`config.mk`:
```
export PLATFORM = sky130hd
export DESIGN_NAME = pe_issue_arbiter
export DESIGN_NICKNAME = d
export VERILOG_FILES = /design/src/rtl/pe_issue_arbiter.sv
export SDC_FILE = /design/constraint.sdc
export NUM_CORES = 1
export LEC_CHECK = 0
export ABC_AREA = 1
export ABC_CLOCK_PERIOD_IN_PS = 2800
export BUFFER_PORTS_ARGS = -buffer_cell sky130_fd_sc_hd__buf_2
export CAP_MARGIN = 20
export CORE_AREA = 2 2 311 313
export CTS_BUF_LIST = sky130_fd_sc_hd__clkbuf_8
export DETAILED_ROUTE_END_ITERATION = 8
export DIE_AREA = 0 0 313 315
export SLEW_MARGIN = 10
export SYNTH_ARGS = -nofsm -noshare
export SYNTH_HDL_FRONTEND = slang
export SYNTH_SLANG_ARGS = --single-unit
```
`constraint.sdc`:
```
create_clock -name clk -period 2.8 [get_ports clk]
set_input_delay 0 -clock clk [delete_from_list [all_inputs] [get_ports clk]]
set_output_delay 0 -clock clk [all_outputs]
set_load 0.1 [all_outputs]
```
`src/rtl/pe_issue_arbiter.sv`:
```
// Round-robin issue arbiter sharing one fixed-latency PE between NUM_REQ requesters,
// with tag tracking for in-order result return, register-file writeback and a drain handshake.
module pe_issue_arbiter #(
  parameter int NUM_REQ = 4,
  parameter int PE_LAT  = 2
) (
  input  logic                   clk,
  input  logic                   rst,
  input  logic [NUM_REQ-1:0]     req_valid,
  output logic [NUM_REQ-1:0]     req_ready,
  input  logic [32*NUM_REQ-1:0]  req_opcode,
  input  logic [32*NUM_REQ-1:0]  req_op1,
  input  logic [32*NUM_REQ-1:0]  req_op2,
  input  logic [32*NUM_REQ-1:0]  req_op3,
  input  logic [NUM_REQ-1:0]     req_wb_en,
  input  logic [5*NUM_REQ-1:0]   req_wb_addr,
  output logic [31:0]            pe_opcode,
  output logic [31:0]            pe_op1,
  output logic [31:0]            pe_op2,
  output logic [31:0]            pe_op3,
  output logic                   pe_valid,
  input  logic [31:0]            pe_result,
  input  logic                   pe_valid_out,
  output logic [NUM_REQ-1:0]     rsp_valid,
  output logic [31:0]            rsp_data,
  output logic                   rsp_err,
  output logic                   rf_wr_en,
  output logic [4:0]             rf_wr_addr,
  output logic [31:0]            rf_wr_data,
  input  logic                   drain_req,
  output logic                   drain_done,
  output logic                   busy,
  output logic                   err_missing,
  output logic                   err_spurious
);

  localparam int IDW = $clog2(NUM_REQ);

  typedef enum logic [1:0] {RUN, DRAIN, DRAINED} state_t;

  state_t           state, state_nxt;
  logic             grant_en;
  logic             accept;
  logic [IDW-1:0]   last_grant;
  logic [IDW-1:0]   grant_id;
  logic [IDW:0]     cand;
  logic             found;

  logic [31:0]      sel_opcode, sel_op1, sel_op2, sel_op3;
  logic             sel_wb;
  logic [4:0]       sel_addr;

  // Stage 0 runs alongside pe_valid; stage PE_LAT is the result slot.
  logic             tag_v    [PE_LAT+1];
  logic [IDW-1:0]   tag_id   [PE_LAT+1];
  logic             tag_wb   [PE_LAT+1];
  logic [4:0]       tag_addr [PE_LAT+1];

  logic             slot_v;
  logic [NUM_REQ-1:0] slot_onehot;

  // Round-robin search starting one past the last accepted requester.
  always_comb begin
    req_ready = '0;
    grant_id  = '0;
    found     = 1'b0;
    cand      = '0;
    if (grant_en) begin
      for (int unsigned k = 1; k <= NUM_REQ; k++) begin
        cand = {1'b0, last_grant} + (IDW+1)'(k);
        if (cand >= (IDW+1)'(NUM_REQ)) cand = cand - (IDW+1)'(NUM_REQ);
        if (!found && req_valid[cand[IDW-1:0]]) begin
          found                     = 1'b1;
          req_ready[cand[IDW-1:0]]  = 1'b1;
          grant_id                  = cand[IDW-1:0];
        end
      end
    end
  end

  assign accept = |req_ready;

  always_comb begin
    sel_opcode = '0;
    sel_op1    = '0;
    sel_op2    = '0;
    sel_op3    = '0;
    sel_wb     = 1'b0;
    sel_addr   = '0;
    for (int unsigned i = 0; i < NUM_REQ; i++) begin
      if (req_ready[i]) begin
        sel_opcode = req_opcode[32*i +: 32];
        sel_op1    = req_op1[32*i +: 32];
        sel_op2    = req_op2[32*i +: 32];
        sel_op3    = req_op3[32*i +: 32];
        sel_wb     = req_wb_en[i];
        sel_addr   = req_wb_addr[5*i +: 5];
      end
    end
  end

  always_ff @(posedge clk) begin
    if (rst) begin
      pe_valid   <= 1'b0;
      pe_opcode  <= '0;
      pe_op1     <= '0;
      pe_op2     <= '0;
      pe_op3     <= '0;
      last_grant <= IDW'(NUM_REQ-1);
    end else begin
      pe_valid <= accept;
      if (accept) begin
        pe_opcode  <= sel_opcode;
        pe_op1     <= sel_op1;
        pe_op2     <= sel_op2;
        pe_op3     <= sel_op3;
        last_grant <= grant_id;
      end
    end
  end

  always_ff @(posedge clk) begin
    if (rst) begin
      for (int unsigned k = 0; k <= PE_LAT; k++) begin
        tag_v[k]    <= 1'b0;
        tag_id[k]   <= '0;
        tag_wb[k]   <= 1'b0;
        tag_addr[k] <= '0;
      end
    end else begin
      tag_v[0]    <= accept;
      tag_id[0]   <= grant_id;
      tag_wb[0]   <= sel_wb;
      tag_addr[0] <= sel_addr;
      for (int unsigned k = 1; k <= PE_LAT; k++) begin
        tag_v[k]    <= tag_v[k-1];
        tag_id[k]   <= tag_id[k-1];
        tag_wb[k]   <= tag_wb[k-1];
        tag_addr[k] <= tag_addr[k-1];
      end
    end
  end

  assign slot_v = tag_v[PE_LAT];

  always_comb begin
    slot_onehot = '0;
    for (int unsigned i = 0; i < NUM_REQ; i++) begin
      slot_onehot[i] = slot_v && (tag_id[PE_LAT] == IDW'(i));
    end
  end

  always_comb begin
    busy = pe_valid;
    for (int unsigned k = 0; k <= PE_LAT; k++) begin
      busy = busy | tag_v[k];
    end
  end

  always_ff @(posedge clk) begin
    if (rst) begin
      rsp_valid    <= '0;
      rsp_data     <= '0;
      rsp_err      <= 1'b0;
      rf_wr_en     <= 1'b0;
      rf_wr_addr   <= '0;
      rf_wr_data   <= '0;
      err_missing  <= 1'b0;
      err_spurious <= 1'b0;
    end else begin
      rsp_valid <= '0;
      rsp_data  <= '0;
      rsp_err   <= 1'b0;
      rf_wr_en  <= 1'b0;
      if (slot_v) begin
        rsp_valid <= slot_onehot;
        if (pe_valid_out) begin
          rsp_data <= pe_result;
          if (tag_wb[PE_LAT]) begin
            rf_wr_en   <= 1'b1;
            rf_wr_addr <= tag_addr[PE_LAT];
            rf_wr_data <= pe_result;
          end
        end else begin
          rsp_err     <= 1'b1;
          err_missing <= 1'b1;
        end
      end else if (pe_valid_out) begin
        err_spurious <= 1'b1;
      end
    end
  end

  always_ff @(posedge clk) begin
    if (rst) state <= RUN;
    else     state <= state_nxt;
  end

  always_comb begin
    state_nxt  = state;
    grant_en   = 1'b0;
    drain_done = 1'b0;
    case (state)
      RUN: begin
        if (drain_req) state_nxt = DRAIN;
        else           grant_en  = 1'b1;
      end
      DRAIN: begin
        if (!busy) state_nxt = DRAINED;
      end
      DRAINED: begin
        drain_done = 1'b1;
        if (!drain_req) state_nxt = RUN;
      end
      default: state_nxt = RUN;
    endcase
  end

endmodule

```
# [Word level (Yosys, flattened, before mapping)]
# Memory sizes are Yosys's and may differ from the RTL's. A register that Yosys moved wholly into a read port is not among the register bits.
# Index checks and enable logic that the tools add are counted.
[op_classes] bitwise=20 n_reduce_logical=23 n_lt_le_gt_ge=12 muxes=91 eq_ne=8 add_sub_neg=8
[op_table] cell="$mux W32" n=16
[op_table] cell="$mux W2" n=19
[op_table] cell="$mux W5" n=7
[op_table] cell="$mux W1" n=32
[op_table] cell="$mux W4" n=8
[op_table] cell="$or A1 B1 Y1" n=15
[op_table] cell="$ge A3 B3 Y1 const B" n=4
[op_table] cell="$lt A2 B3 Y1 const B" n=4
[op_table] cell="$or A4 B4 Y4" n=3
[op_table] cell="$logic_and A1 B1 Y1" n=11
[op_table] cell="$bmux W1 S2" n=4
[op_table] cell="$demux W1 S2" n=4
[op_table] cell="$ge A2 B1 Y1 const B" n=4
[op_table] cell="$sub A2 B1 Y2 const B" n=4
[op_table] cell="$add A2 B2 Y3 const B" n=2
[op_table] cell="$eq A2 B2 Y1 const B" n=3
[op_table] cell="$ne A2 B2 Y1 const B" n=3
[op_table] cell="$pmux W2 S3" n=1
[op_table] cell="$reduce_and A3 Y1" n=2
[op_table] cell="$eq A2 B1 Y1 const B" n=2
[op_table] cell="$logic_not A2 Y1" n=2
[op_table] cell="$reduce_and A2 Y1" n=2
[op_table] cell="$reduce_or A4 Y1" n=1
[op_table] cell="$add A2 B1 Y3 const B" n=1
[op_table] cell="5 further kinds" n=8
[word_totals] output_inout_bits=212 mem_count=4 reg_bits=205 word_cells=180 in_bits=576 ramBits=27
[memory_table] memory="tag_addr" words=3 width=5 rd=3 rd_ports_with_merged_regs=1 wr=3 line_no="57" text="logic [4:0] tag_addr [PE_LAT+1];"
[memory_table] memory="tag_id" words=3 width=2 rd=3 rd_ports_with_merged_regs=0 wr=3 line_no="55" text="logic [IDW-1:0] tag_id [PE_LAT+1];"
[memory_table] memory="tag_v" words=3 width=1 rd=3 rd_ports_with_merged_regs=0 wr=3 line_no="54" text="logic tag_v [PE_LAT+1];"
[memory_table] memory="tag_wb" words=3 width=1 rd=3 rd_ports_with_merged_regs=0 wr=3 line_no="56" text="logic tag_wb [PE_LAT+1];"

# [Longest topological paths before layout]
# Gate-level depths: netlist of the first run.
[logic_depth] depth_word=25 mapped_depth=18 ltp_nobuf=16

# [Worst setup path after synthesis of the first run]
# No wires, ideal clock.
[synth_timing] path_type="reg-to-reg" startpoint="register last_grant[0]" endpoint="memory tag_addr[0][1]" required_time_ns=2.726 arrival_ns=2.799 path_stages_with_launch=15 path_slack_ns=-0.074 setup_ns=0.074 period_less_slack_ns=2.874 n_path_buf=0 path_cell_list="dfxtp_1 inv_2 ha_1 inv_1 nand3_2 nand2_4 nor2_2 a21oi_1 nand3_1 nand2_1 inv_1 nand3_1 nand2_1 nand2_1 a31oi_1"
[synth_lines] element="start, declared" line_no="44" text="logic [IDW-1:0] last_grant;"
[synth_lines] element="start signal, assigned" line_no="109" text="last_grant <= IDW'(NUM_REQ-1);"
[synth_lines] element="start signal, assigned" line_no="117" text="last_grant <= grant_id;"
[synth_lines] element="end, declared" line_no="57"

# [Worst setup path after layout of the first run]
[layout_timing] startpoint="register last_grant[1]" endpoint="register pe_op1[29]"
[layout_via] elab_chain_len=24 elab_cells_between_ends=76 cone_classes="add/sub: 8; order compare: 12; mux: 42; bitwise: 3; reduce/logical: 11"
[layout_lines] element="branches (longest 18 deep; another with $add A2 B1 Y3)"
[layout_lines] element="$mux W4 *" line_no="72" text="if (!found && req_valid[cand[IDW-1:0]]) begin"
[layout_lines] element="$mux W4 *" line_no="68" text="if (grant_en) begin"
[layout_lines] element="$mux W32 (4 in series)" line_no="91" text="if (req_ready[i]) begin"
[layout_lines] element="end signal, assigned" line_no="114" text="pe_op1 <= sel_op1;"
[layout_lines] element="end, declared" line_no="18" text="output logic [31:0] pe_op1,"
# Every way passes the cells marked *. The select of a mux whose other input is x is not followed.
# A chain may end at the register's enable or synchronous reset.

==> results_dict.tcl, run 1 <==
set metrics [dict create \
    finalSetupViolCount 0 \
    start_util_pct 13.6 \
    wl_um 88800 \
    p_sw_mw 14.2 \
    combPwrFrac_pct 68.0 \
    worstPathMaxFanout 40 \
    ctsHtreeMaxLevel 2 \
    io_pins 788 \
    synth_top_area_cell "dfxtp_1" \
    drt.antenna.violating_nets 0 \
    critPathLaunch "last_grant[1]" \
    min_period_ns 2.72 \
    finalCritPeriodShare_pct 97.3 \
    leakage_nw 13.2 \
    vias 20600 \
    grt_overflow 0 \
    power_density_nw_per_um2 977 \
    seq_area_frac_synth_pct 36.3 \
    sw_frac_of_total_pct 55.0 \
    cp-end-kind "flip-flop" \
    gp_congestion 0.925 \
    cts_root_buf "clkbuf_8" \
    antenna_found_initial 19 \
    maxCapViolations 0 \
    pwr-share-clk_pct 14.9 \
    wl_per_cell_um 18.4 \
    cts.path.max_buffers 3 \
    synthTopCellsByCount "349 x nand2_1, 347 x inv_1, 311 x o21ai_0, 288 x a21oi_1, 236 x dfxtp_1" \
    hold_slack_ns 0.114 \
    grt_pass1_vias 20500 \
    worstSkewPairLatency_ns 0.67 \
    area_delta_synth_final_pct 103 \
    async_flop_share_pct 0 \
    drc_errors 0 \
    dr.pass1.iters 7 \
    power_mw 25.8 \
    synth_cell_types 31 \
    postLayoutCoreUtil_pct 27.6 \
    ys_warn_count 0 \
    worstPathArrival_ns 3.21 \
    cts.sinks 236 \
    critPathLaunchType "flip-flop" \
    p_seq_share_pct 17.1 \
    fmax_ghz 0.367 \
    syn_nets 2678 \
    rsz0062_at_grt "yes" \
    synth_cells 2094 \
    yosysMostFrequentCell "nand2_1" \
    outcome "completed" \
    finalHoldViolCount 0 \
    reg2reg_from "last_grant[1]" \
    final_net_count 4079 \
    maxSlewHeadroom_pct 45.2 \
    worst-setup-path-type "reg -> reg" \
    cp.required_ns 3.29 \
    clkTransAtPathRegs_ns 0.06 \
    fp-row-count 114 \
    yosys_register_bits 236 \
    final_max_slew_viol_count 0 \
    hpwl_um 59100 \
    die_x_um 313 \
    fin_skew_ns 0.0368 \
    syn_avg_cell_area_um2 6.22 \
    grt_max_degree 96 \
    drive_gt1_share_pct 30.0 \
    syn_area_um2 13000 \
    grtUsageTotal_pct 16.6 \
    hold_start "pe_result[9]" \
    hp-class "in -> reg" \
    core_area_um2 95700 \
    die_y_um 315 \
    synth_top_area_share_pct 36.3 \
    cts_tree "done" \
    netlist_top_cells_area "dfxtp_1 36%, o21ai_0 12%, a21oi_1 11%" \
    synth-edff-count 0 \
    die_area_um2 98600 \
    port-buffer-count 787 \
    worstMarginPinSlew_ns 0.819 \
    routed_via_density 4.28 \
    intPower_mw 11.6 \
    drtIter0Drc 1671 \
    cts_buffers 49 \
    synth_ff_type "dfxtp_1" \
    ir_drop_v 0.000766 \
    grt_pass1_wl_um 124000 \
]
[power groups by stage]
stage | clock, mW | sequential (mW) | combinational (mW)
final | 3.84 | 4.41 | 17.5
after CTS | 4.02 | 4.39 | 16.4
after global routing | 4.12 | 4.47 | 18.7
after detailed placement | 0 | 4.45 | 15.3
after floorplan | 0 | 8.24 | 6.38
after global placement | 0 | 4.46 | 15.2
[placed cells by master (no fill, tap or decap), types with 6 or more instances in the layout]
| cell | count |
|---|---|
| a21oi_1 | 284 |
| buf_12 | 23 |
| buf_2 | 783 |
| buf_4 | 108 |
| clkbuf_8 | 61 |
| clkinv_2 | 11 |
| dfxtp_1 | 235 |
| diode_2 | 13 |
| dlygate4sd3_1 | 571 |
| ha_1 | 7 |
| inv_1 | 353 |
| nand2_1 | 343 |
| nand2_2 | 9 |
| nand3_1 | 56 |
| nand3_2 | 6 |
| nor2_1 | 208 |
| o21ai_0 | 303 |
| o21ai_1 | 96 |
[area by class of cell]
class	count	area, µm²
Tap cell	1276	1600
Antenna cell	13	32.5
Clock buffer	61	840
Clock inverter	24	148
Multi-Input combinational cell	1357	6450
Timing Repair Buffer	1499	11200
Fill cell	10100	69300
Inverter	352	1360
Sequential cell	236	4730
[per-stage QoR]
step / setup WS, ns / std cells / TNS [ns] / cell area (µm²)
after floorplan: 0.00419 / 2094 / 0 / 13000
after global placement: -0.0849 / 4123 / -0.0877 / 19100
after detailed placement: -0.0955 / 4123 / -0.107 / 19100
after CTS: -0.0121 / 4792 / -0.0121 / 26100
after global routing: -0.0240 / 4809 / -0.0360 / 26400
final: 0.0762 / 4818 / 0 / 26400
[worst paths after layout]
| path | cells past startpoint | slack, ns | end |
|---|---|---|---|
| max | 16 | 0.08 | pe_op1[29] |
| min | 4 | 0.11 | rsp_data[9] |
| max reg2reg | 16 | 0.08 | pe_op1[29] |
| min reg2reg | 2 | 0.40 | tag_addr[2][0] |
[cell families after synthesis]
| logic type | share of synthesized area (%) |
|---|---|
| AO/OA/AOI/OAI | 27.1 |
| AND/OR/NAND/NOR | 20.4 |
| buffers and inverters | 15.5 |
| flip-flops | 36.3 |
| adder cells (fa/ha/maj) | 0.769 |
[registers in the layout, indices dropped and copies added, names as in the netlist]
name / cells
rf_wr_data: 32
tag_id: 6
err_spurious: 1
rsp_valid: 4
rf_wr_en: 1
last_grant: 2
rsp_err: 1
tag_v: 3
tag_addr: 15
pe_op1: 32
err_missing: 1
rsp_data: 32
pe_opcode: 32
pe_op2: 32
pe_op3: 32
tag_wb: 3
rf_wr_addr: 5
state: 2
[repair_timing]
item,in CTS,in global routing
cloned,3,3
setup endpoints to repair,7,132
pin swaps,1,8
hold buffers,571,0
endpoints found under the hold margin,223,0
gates resized for setup,13,36
buffers inserted,11,10
[critical path: stages (launching register included)]
cell and delay (ns):
dfxtp_1 0.32, inv_1 0.07, ha_4 0.28, inv_2 0.05
nand3_2 0.09, nand2_4 0.10, nor2_4 0.20, nand2_2 0.09
nand2_4 0.08, nor2_8 0.05, buf_4 0.14, nand4_4 0.12
buf_12 0.23, buf_4 0.20, nor2_1 0.05, o21ai_2 0.29
a21oi_1 0.11
[layer usage]
layer	global-route usage, %	wire length, µm
met5	0	75
met4	9.81	5770
met3	5.55	9530
met2	27.0	39800
met1	18.9	33700
Note: power is estimated with default switching activity, not from simulation.
==> run 2: changes to the inputs <==
--- a/config.mk
+++ b/config.mk
@@ -9,11 +9,13 @@
 export ABC_CLOCK_PERIOD_IN_PS = 2800
 export BUFFER_PORTS_ARGS = -buffer_cell sky130_fd_sc_hd__buf_2
 export CAP_MARGIN = 20
-export CORE_AREA = 2 2 311 313
+export CELL_PAD_IN_SITES_DETAIL_PLACEMENT = 1
+export CELL_PAD_IN_SITES_GLOBAL_PLACEMENT = 1
+export CORE_AREA = 2 2 304 306
 export CTS_BUF_LIST = sky130_fd_sc_hd__clkbuf_8
 export DETAILED_ROUTE_END_ITERATION = 8
-export DIE_AREA = 0 0 313 315
-export SLEW_MARGIN = 10
+export DIE_AREA = 0 0 306 308
+export PLACE_DENSITY_LB_ADDON = 0.08
 export SYNTH_ARGS = -nofsm -noshare
 export SYNTH_HDL_FRONTEND = slang
 export SYNTH_SLANG_ARGS = --single-unit
==> run 2 against run 1 <==
Critical path depth fell by 2. Sequential power barely moved. Global-route usage increased by 1.9 points. Core utilization is 1.3 points higher. Via count down 5.5%. Non-clock buffer count fell by 16. Clock-buffer cell count increased by 2. Worst hold slack improved by 0.069 ns. Critical endpoint is now req_ready[3]. Largest cell class unchanged. Largest power group unchanged.
==> results_dict.tcl, run 2 (synthesized netlist as in run 1, its figures left out) <==
set metrics [dict create \
    routed_via_density 4.13 \
    power_density_nw_per_um2 966 \
    die_y_um 308 \
    critPathLaunchType "flip-flop" \
    hp-class "in -> reg" \
    wl_per_cell_um 19.7 \
    dr.pass1.iters 4 \
    outcome "completed" \
    path_buf_inv 7 \
    wl_um 92700 \
    maxSlewHeadroom_pct 47.3 \
    power_mw 25.4 \
    worstPathArrival_ns 2.63 \
    drtIter0Drc 759 \
    io_pins 788 \
    min_period_ns 2.63 \
    die_x_um 306 \
    final_common_cell "buf_2" \
    drc_errors 0 \
    core_area_um2 91000 \
    rsz0062_at_grt "yes" \
    cts_tree "done" \
    grtUsageTotal_pct 18.5 \
    grt_max_degree 97 \
    ctsHtreeMaxLevel 2 \
    area_delta_synth_final_pct 102 \
    finalSetupViolCount 0 \
    drt.antenna.violating_nets 0 \
    cts.sinks 236 \
    cts.path.max_buffers 3 \
    drive_gt1_share_pct 28.4 \
    final_net_count 4065 \
    maxCapViolations 0 \
    gp_congestion 0.826 \
    cts_root_buf "clkbuf_8" \
    port-buffer-count 787 \
    cp-end-kind "output pin" \
    fillers 11400 \
    cp_cell_sequence "inv_1, ha_4, inv_2, nand3_1, nand2_4, buf_4, nor2_4, nand3_1, nand3_2, nand2_4, buf_4, inv_8, buf_16, buf_16" \
    slowest_stage "dfxtp_1" \
    grt_pass1_wl_um 133000 \
    fin_skew_ns 0.0257 \
    finalHoldViolCount 0 \
    clkTransAtPathRegs_ns 0.06 \
    grt_overflow 0 \
    postLayoutCoreUtil_pct 28.9 \
    start_util_pct 14.3 \
    cp.required_ns 2.80 \
    antenna_found_initial 20 \
    layout_common_cells "783 x buf_2, 603 x dlygate4sd3_1, 359 x inv_1" \
    fp-row-count 111 \
    finalCritPeriodShare_pct 94.0 \
    hpwl_um 66200 \
    die_area_um2 94200 \
    slowest_delay_ns 0.33 \
    worst-setup-path-type "reg -> out" \
    worstMarginPinSlew_ns 0.790 \
    cts_buffers 51 \
    fmax_ghz 0.380 \
    grt_pass1_vias 21400 \
    final_max_slew_viol_count 0 \
    worstPathMaxFanout 4 \
    vias 19500 \
    fin_tns_setup_ns 0 \
    worstSkewPairLatency_ns 0.63 \
    leakage_nw 13.3 \
    ir_drop_v 0.000635 \
    path_delay_family "buffers and inverters" \
]
-- run 2: tightest hold or removal path, cell delays in order --
cell	delay (ns)
dlygate4sd3_1	0.52
buf_2	0.11
nor2_1	0.04
nor2_1	0.08
-- run 2: per-stage QoR --
stage / cells / setup slack (ns) / area [µm²] / hold slack [ns]
after floorplan: 2094 / 0.00419 / 13000 / 0.0724
after global placement: 3984 / 0.0796 / 18700 / 0.230
after detailed placement: 3984 / 0.0631 / 18700 / 0.231
after CTS: 4681 / 0.00326 / 25900 / 0.0954
after global routing: 4711 / -0.0360 / 26300 / 0.142
final: 4714 / 0.167 / 26300 / 0.184
-- run 2: per-layer routing --
layer / vias up / GRT usage [%] / part of all wire (%)
met3: 156 / 4.47 / 5.6
met1: 9293 / 20.6 / 40
met2: 599 / 34.3 / 51
met4: 18 / 5.75 / 3.1
met5: - / 0 / 0.13
li1: 9424 / - / -
-- run 2: cell type report --
cell class	instances	area (µm²)	share of cell area, %
tap	1186	1480	5.64
antenna	14	35.0	0.133
inverter	352	1340	5.10
clock buffer	63	867	3.29
sequential	236	4720	18.0
timing repair buffer	1483	11300	43.0
multi-input combinational	1357	6410	24.3
clock inverter	23	135	0.513
-- run 2: timing repair --
item,in CTS,in global routing
buffers inserted,6,10
endpoints found under the hold margin,232,0
resized for setup,17,26
hold buffers,603,0
setup endpoints to repair,3,134
cloned,2,9
pin swaps,4,2
-- run 2: final timing paths --
kind                 startpoint             end  slack [ns]  cells past startpoint
hold / removal    pe_result[31]  rf_wr_data[31]        0.18                      4
setup / recovery  last_grant[1]    req_ready[3]        0.17                     14
hold reg to reg    tag_wb[0][0]    tag_wb[0][1]        0.38                      2
setup reg to reg  last_grant[1]      pe_op1[30]        0.17                     17
-- run 2: power breakdown --
group	internal (mW)	switching (mW)
clock network	2.11	1.78
registers	4.06	0.314
logic	5.31	11.8
==> run 3: changes to the inputs <==
--- a/config.mk
+++ b/config.mk
@@ -8,11 +8,9 @@
 export ABC_AREA = 1
 export ABC_CLOCK_PERIOD_IN_PS = 2800
 export BUFFER_PORTS_ARGS = -buffer_cell sky130_fd_sc_hd__buf_2
-export CAP_MARGIN = 20
 export CELL_PAD_IN_SITES_DETAIL_PLACEMENT = 1
 export CELL_PAD_IN_SITES_GLOBAL_PLACEMENT = 1
 export CORE_AREA = 2 2 304 306
-export CTS_BUF_LIST = sky130_fd_sc_hd__clkbuf_8
 export DETAILED_ROUTE_END_ITERATION = 8
 export DIE_AREA = 0 0 306 308
 export PLACE_DENSITY_LB_ADDON = 0.08
==> run 3 against run 2 <==
The flow now finishes with violations (negative hold slack). Final area is 2.3% lower. Fmax is 0.71% higher. Register-to-register slack better by 0.02 ns. Sequential power hardly changed. Flip-flop and latch count stayed put. Wire length is 2.6% lower. Die area stayed put. Combinational power is 6% lower. Sequential share of layout area is 0.43 points higher. Cell count is 1.8% lower. Worst setup slack better by 0.019 ns.
==> results_dict.tcl, run 3 (synthesized netlist as in run 1, its figures left out) <==
set metrics [dict create \
    cts.sinks 236 \
    drtIter0Drc 666 \
    die_x_um 306 \
    wl_um 90300 \
    grt_pass1_vias 20900 \
    io_pins 788 \
    ctsHtreeMaxLevel 2 \
    grt_overflow 0 \
    placed_area_um2 18700 \
    core_area_um2 91000 \
    fin_tns_setup_ns 0 \
    worstMarginPinSlew_ns 0.800 \
    grt_max_degree 97 \
    finalCritPeriodShare_pct 93.4 \
    regArea_um2 4730 \
    final_net_count 3981 \
    fin_cells 4631 \
    hpwl_um 66200 \
    grtUsageTotal_pct 18.3 \
    hp-class "in -> reg" \
    routed_via_density 4.10 \
    clkTransAtPathRegs_ns 0.06 \
    fp-row-count 111 \
    vias 19000 \
    reg2reg_depth 17 \
    port-buffer-count 787 \
    final_max_slew_viol_count 0 \
    path_buf_inv 4 \
    area_delta_synth_final_pct 97.5 \
    fillers 11300 \
    multiInputGateArea_um2 6380 \
    drive_gt1_share_pct 28.0 \
    cp-end-kind "flip-flop" \
    outcome "finished, violations left" \
    maxCapViolations 0 \
    place_inst 3984 \
    design_area_um2 25700 \
    postLayoutCoreUtil_pct 28.3 \
    worst-setup-path-type "reg -> reg" \
    dr.pass1.iters 5 \
    cts_tree "done" \
    min_period_ns 2.61 \
    cp.depth 17 \
    pre_cts_slack_ns 0.0631 \
    layout_common_cells "783 x buf_2, 552 x dlygate4sd3_1, 347 x nand2_1" \
    hold_path_depth 6 \
    leakage_nw 12.8 \
    power_density_nw_per_um2 978 \
    antenna_found_initial 36 \
    cp.required_ns 3.27 \
    worstSkewPairLatency_ns 0.55 \
    start_util_pct 14.3 \
    finalSetupViolCount 0 \
    fin_skew_ns 0.0182 \
    maxSlewHeadroom_pct 46.7 \
    violations "negative hold slack" \
    setup_ws_ns 0.185 \
    cts.path.max_buffers 3 \
    grt_pass1_wl_um 130000 \
    worstPathArrival_ns 3.08 \
    hold_slack_ns -0.00921 \
    critPathLaunchType "flip-flop" \
    final_common_cell "buf_2" \
    die_y_um 308 \
    drc_errors 0 \
    finalHoldViolCount 2 \
    die_area_um2 94200 \
    wl_per_cell_um 19.5 \
    drt.antenna.violating_nets 0 \
    slowest_delay_ns 0.35 \
    cts_buffers 35 \
    cp_cell_sequence "inv_2, ha_4, inv_1, nand3_2, nand2_4, nor2_4, nand2_2, nand2_2, nor2_8, nand2_4, nand2_4, nand2_2, nor2_4, buf_12, buf_12, a21oi_1, a21oi_1" \
    fmax_ghz 0.382 \
    worstPathMaxFanout 26 \
    path_delay_family "simple AND/OR/NAND/NOR gates" \
    cts_root_buf "clkbuf_16" \
    ir_drop_v 0.000623 \
    gp_congestion 0.826 \
    slowest_stage "dfxtp_1" \
]
-- run 3: changes by cell type in the layout (fill, tap and decap cells not counted), moves of 4 or more --
cell / previous run / this run
diode_2: 14 / 25
clkbuf_16: 6 / 38
clkbuf_8: 63 / 8
buf_4: 49 / 41
clkbuf_1: 0 / 7
buf_16: 7 / 3
dlygate4sd3_1: 603 / 552
inv_1: 359 / 345
-- run 3: area by class of cell --
cell class,count,area share [%]
inverter,352,5.25
clock inverter,10,0.555
antenna,25,0.243
multi-input combinational,1357,24.8
timing repair buffer,1415,41.0
clock buffer,50,3.94
sequential,236,18.4
tap,1186,5.77
-- run 3: what timing repair did --
item                                    4_1_cts  5_1_grt
cloned                                        2        3
buffers inserted                              1        4
pin swaps                                     0        2
resized for setup                            10       18
hold buffers                                552        0
hold endpoints to repair                    207        0
endpoints found under the setup margin        3      129
-- run 3: through the flow --
stage | hold slack, ns | power, mW
3_5_place_dp | 0.231 | 19.5
2_1_floorplan | 0.0724 | 14.6
3_3_place_gp | 0.230 | 19.4
4_1_cts | 0.00752 | 25.1
6_report | -0.00921 | 25.1
5_1_grt | 0.00726 | 27.0
-- run 3: worst paths after layout --
path	startpoint	end	slack, ns
worst max-delay path	last_grant[0]	pe_opcode[14]	0.19
worst min-delay path	req_op3[57]	pe_op3[25]	-0.009
worst max register to register	last_grant[0]	pe_opcode[14]	0.19
worst min register to register	tag_wb[0][0]	tag_wb[0][1]	0.40
-- run 3: power by group --
part           internal, mW  total [mW]  leakage, nW  switching [mW]
sequential             4.06        4.38         1.93           0.315
combinational          4.73        16.1         10.3            11.4
clock                  2.79        4.61        0.565            1.82
total                  11.6        25.1         12.8            13.5
-- run 3: worst min-delay path, delay by kind of cell --
family / cells / cell delay, ns
compound gates: 2 / 0.18
simple gates: 2 / 0.09
buf+inv: 2 / 0.22
-- run 3: per-layer routing --
| layer | up-vias | share of wire, % | GRT usage, % |
|---|---|---|---|
| li1 | 9269 | - | - |
| met1 | 8985 | 40 | 20.0 |
| met2 | 564 | 51 | 33.2 |
| met3 | 139 | 6.3 | 5.20 |
| met4 | 24 | 3.2 | 6.83 |
| met5 | - | 0.18 | 0 |
